## src/rtl/pending_encoder.sv

```systemverilog
// pending_encoder: collects request pulses into a pending register and hands
// out one binary index per valid/ready handshake, clearing each bit as its
// index is accepted. Selection is round-robin from a pointer that advances past
// the last accepted index. Define ENC_FIXED_PRIORITY_EN to select the lowest
// pending index instead; the round-robin pointer is then not built.
module pending_encoder #(
    parameter int LEN = 2
) (
    input  logic                clk,
    input  logic                rst_n,
    input  logic [2**LEN-1:0]   req_i,
    input  logic                ready_i,
    output logic [LEN-1:0]      idx_o,
    output logic                valid_o,
    output logic [2**LEN-1:0]   pending_o
);

    localparam int N = 2**LEN;

    typedef enum logic {
        IDLE = 1'b0,
        HOLD = 1'b1
    } state_t;

    state_t         state;
    state_t         state_next;
    logic [N-1:0]   pend;
    logic [N-1:0]   pend_next;
    logic [N-1:0]   srv;
    logic [N-1:0]   cand;
    logic           acc;
    logic [LEN-1:0] idx_next;
    logic [LEN-1:0] scan_base;
    logic [LEN-1:0] sel;
    logic           sel_found;

`ifndef ENC_FIXED_PRIORITY_EN
    logic [LEN-1:0] ptr;
    logic [LEN-1:0] ptr_next;
`endif

    // Retire the offered index on a handshake; new requests are OR'd in afterwards so set beats clear
    always_comb begin
        acc       = (state == HOLD) & ready_i;
        srv       = '0;
        if (acc) begin
            srv[idx_o] = 1'b1;
        end
        cand      = pend & ~srv;
        pend_next = cand | req_i;
    end

    // Pick where the selector starts scanning: the bit after a just-accepted index, else the stored pointer
    always_comb begin
`ifdef ENC_FIXED_PRIORITY_EN
        scan_base = '0;
`else
        scan_base = acc ? (idx_o + LEN'(1)) : ptr;
`endif
    end

    // Find the first candidate at or above scan_base, wrapping around the top of the vector
    always_comb begin
        logic [LEN-1:0] k;
        k         = '0;
        sel       = '0;
        sel_found = 1'b0;
        for (int i = 0; i < N; i++) begin
            k = scan_base + LEN'(i);
            if (!sel_found && cand[k]) begin
                sel       = k;
                sel_found = 1'b1;
            end
        end
    end

    // Offer/hold FSM: idx_o only changes when entering HOLD or on an accepted handshake
    always_comb begin
        state_next = state;
        idx_next   = idx_o;
`ifndef ENC_FIXED_PRIORITY_EN
        ptr_next   = ptr;
`endif
        case (state)
            IDLE: begin
                if (sel_found) begin
                    idx_next   = sel;
                    state_next = HOLD;
                end
            end
            HOLD: begin
                if (acc) begin
`ifndef ENC_FIXED_PRIORITY_EN
                    ptr_next = idx_o + LEN'(1);
`endif
                    if (sel_found) begin
                        idx_next = sel;
                    end else begin
                        state_next = IDLE;
                    end
                end
            end
            default: begin
                state_next = IDLE;
            end
        endcase
    end

    // State, pending and index registers; reset clears everything immediately
    always_ff @(posedge clk or negedge rst_n) begin
        if (!rst_n) begin
            state <= IDLE;
            pend  <= '0;
            idx_o <= '0;
        end else begin
            state <= state_next;
            pend  <= pend_next;
            idx_o <= idx_next;
        end
    end

`ifndef ENC_FIXED_PRIORITY_EN
    // Round-robin pointer, advanced only by accepted handshakes
    always_ff @(posedge clk or negedge rst_n) begin
        if (!rst_n) begin
            ptr <= '0;
        end else begin
            ptr <= ptr_next;
        end
    end
`endif

    assign valid_o   = (state == HOLD);
    assign pending_o = pend;

endmodule
```

## config.mk

```make
export PLATFORM = sky130hd
export DESIGN_NAME = pending_encoder
export DESIGN_NICKNAME = d
export VERILOG_FILES = /design/src/rtl/pending_encoder.sv
export SDC_FILE = /design/constraint.sdc
export NUM_CORES = 1
export LEC_CHECK = 0
export CORE_MARGIN = 1.5
export CORE_UTILIZATION = 25
export CTS_CLUSTER_SIZE = 28
export DETAILED_ROUTE_END_ITERATION = 8
export DONT_BUFFER_PORTS = 1
export MAX_ROUTING_LAYER = met4
export PLACE_DENSITY_LB_ADDON = 0.2
export SLEW_MARGIN = 20
export SYNTH_ARGS = -nofsm -noshare
export SYNTH_HDL_FRONTEND = slang
export SYNTH_SLANG_ARGS = --single-unit
```

## constraint.sdc

```tcl
create_clock -name clk -period 2.2 [get_ports clk]
set_input_delay 0.44 -clock clk [delete_from_list [all_inputs] [get_ports clk]]
set_output_delay 0.44 -clock clk [all_outputs]
set_load 0.02 [all_outputs]
```

==> impl_metrics.yaml <==
timing:
  fin_skew_ns: 0.000270
  layout_min_cycle_time_ns: 1.87
  max_slew_margin: 0.716
  rsz0062_at_grt: "no"
  final-setup-viol-count: 0
  drv_slew: 0
  tns_ns: 0
  report.final.hold_viol_count: 0
  max_freq_mhz: 535
  final.period_utilization: 0.850
  worstMarginPinSlew_ns: 0.424
pwr:
  seq_power_share: 0.380
  pwr-share-comb: 0.453
  p_switching_mw: 0.322
  worst_vdd_ir_mv: 0.372
  static-leakage-power_nw: 0.297
  p_per_area_mw_per_mm2: 1280
  netSwitchingFraction: 0.422
  power_report.internal_total_mw: 0.442
  share_clk_of_total_power: 0.167
place:
  hpwl_um: 791
  portBuffers: 0
  finalWeightedCongestion: 0.737
  place_area_um2: 559
  post-place-cells: 80
synthesis:
  ys_top_cells_by_area: "dfrtp_1 43%, ha_1 9.7%, mux2i_1 7.7%, inv_1 5.1%, nand2b_1 4.8%"
  syn_inst: 52
  yosys_warnings: 0
  netlist.area_leader.share: 0.435
  synth_top_area_cell: "dfrtp_1"
  synth_sequential_area_ratio: 0.435
  synth.avg_cell_area_um2: 9.96
  syn-num-nets: 63
  synth_cell_types: 19
  syn_area_um2: 518
  synth-seq-cells: 9
die:
  ios: 14
  start_util: 0.264
  die_width_um: 48.5
  placeableCoreArea_mm2: 0.00196
  std_cell_rows: 16
  fp.dieArea_mm2: 0.00235
  floorplan.die.height_um: 48.5
critical_path:
  critical_path_required_ns: 2.34
  reg2reg_to: "idx_o[0]"
  worst_setup_path_end_kind: "register"
  setup.worst_path.start: "idx_o[0]"
  reg2reg_from: "idx_o[0]"
  setup.worst_path.class: "reg -> reg"
  cp_data_arrival_time_ns: 2.01
  critPathLaunchType: "register"
  worst-r2r-cell-count: 6
  r2r_slack_ns: 0.33
  crit_fanout: 5
grt:
  antenna_violations_before_repair: 0
  global_route.usage.total: 0.104
  wire_length_of_the_first_global_routing_pass_um: 1740
  globalRouteOverflowTotal: 0
  pin_count_of_the_biggest_net_entering_global_routing: 10
  grt_pass1_vias: 389
finish:
  num_antenna_cells: 0
  design.final.nets: 70
  fill_cells: 225
  final_design_area_no_fill_um2: 596
  layout.cells.most_common_list: "9 x dfrtp_1, 7 x inv_1, 4 x nand2b_1, 4 x mux2i_1, 4 x ha_1"
  layout_commonest_cell: "dfrtp_1"
  finalNonFillerCells: 85
  drive_gt1_frac: 0.138
  flow.area_growth_from_synthesis_pct: 15.0
clocking:
  cts_tree: "done"
  cts.sinks: 9
  total_clock_buffers_created_by_cts: 3
  cts_root_buf: "clkbuf_4"
  hold_buffers: 1
  maximum_level_of_the_cts_h_tree: 1
  insertion_delay_ns: 0.26
  post_cts.resized_instances: 0
  postCtsSetupBuffers: 0
  path_clk_slew_ns: 0.06
  cts.path.max_buffers: 2
route:
  ant_nets: 0
  first_pass_iters: 2
  vias_per_cell: 4.58
  drc: 0
  avgRoutedWirePerCell_um: 12.3
  postRouteWirelength_um: 1040
  drtIter0Drc: 7
  dr_total_vias: 389
run_status:
  status: "completed"
flow_run:
  drv_cap: 0
min_path:
  worstHoldPathCells: 1
  min_delay_worst_endpoint: "pending_o[1]"
  hold_path_class: "in -> reg"
  min_from: "req_i[1]"
==> worst max-delay path, cell delays in order, from the launching register on <==
cell and delay [ns]:
dfrtp_1 0.52, inv_1 0.16, ha_1 0.32, mux2_4 0.31, mux2i_1 0.13, o221ai_1 0.21, mux2i_1 0.10
==> layer usage <==
metal,wire (um),vias up,track usage
met5,0,-,-
met4,31,0,0.100
met3,45,5,0.0278
met2,493,12,0.153
met1,472,183,0.114
li1,-,189,-
==> cells by family after synthesis <==
group,synth area share
compound gates,0.123
fa+ha+maj,0.0966
buf+inv,0.0507
flops,0.435
mux,0.106
simple gates,0.188
==> cells in the mapped netlist (all sizes together) <==
| master | instances |
|---|---|
| inv | 7 |
| a21oi | 2 |
| a22oi | 1 |
| mux2 | 1 |
| dfrtp | 9 |
| o221ai | 1 |
| o21ai | 2 |
| o22ai | 2 |
| nand2b | 4 |
| ha | 4 |
| nor2 | 3 |
| a21o | 2 |
| nor4b | 1 |
| and2 | 2 |
| mux2i | 4 |
| nand3 | 3 |
| nand2 | 4 |
==> stage by stage <==
stage	utilization	worst slack, ns	hold WS, ns	total power [mW]
CTS	0.304	0.324	0.277	0.775
finish	0.304	0.330	0.282	0.764
detailed placement	0.285	0.347	0.145	0.634
global route	0.304	0.234	0.266	0.834
global placement	0.285	0.325	0.145	0.639
floorplan	-	0.525	0.144	0.553
==> final cells by class <==
type                       instances  area (um^2)  share of cell area
timing repair buffer               2         17.5              0.0294
sequential                         9          225               0.378
multi-input combinational         36          267               0.447
clock buffer                       4         26.3              0.0441
inverter                           7         26.3              0.0441
tap                               27         33.8              0.0567
==> power by group through the flow <==
stage / clock, mW / combinational (mW) / sequential, mW
floorplan: 0 / 0.254 / 0.299
global route: 0.146 / 0.392 / 0.296
global placement: 0 / 0.343 / 0.296
detailed placement: 0 / 0.340 / 0.294
CTS: 0.133 / 0.350 / 0.292
finish: 0.128 / 0.347 / 0.290
==> worst max-delay path by stage <==
| stage | depth (start not counted) | end |
|---|---|---|
| 3_5_place_dp | 6 | idx_o[0] |
| 5_1_grt | 7 | idx_o[0] |
| 2_1_floorplan | 6 | idx_o[0] |
| 6_report | 6 | idx_o[0] |
| 4_1_cts | 6 | idx_o[0] |
| 3_3_place_gp | 7 | idx_o[1] |
==> registers in the layout, summed over array words and instances (netlist names) <==
| name | flops |
|---|---|
| pending_o | 4 |
| valid_o | 1 |
| ptr | 2 |
| idx_o | 2 |
Note: power is estimated with default switching activity, not from simulation.
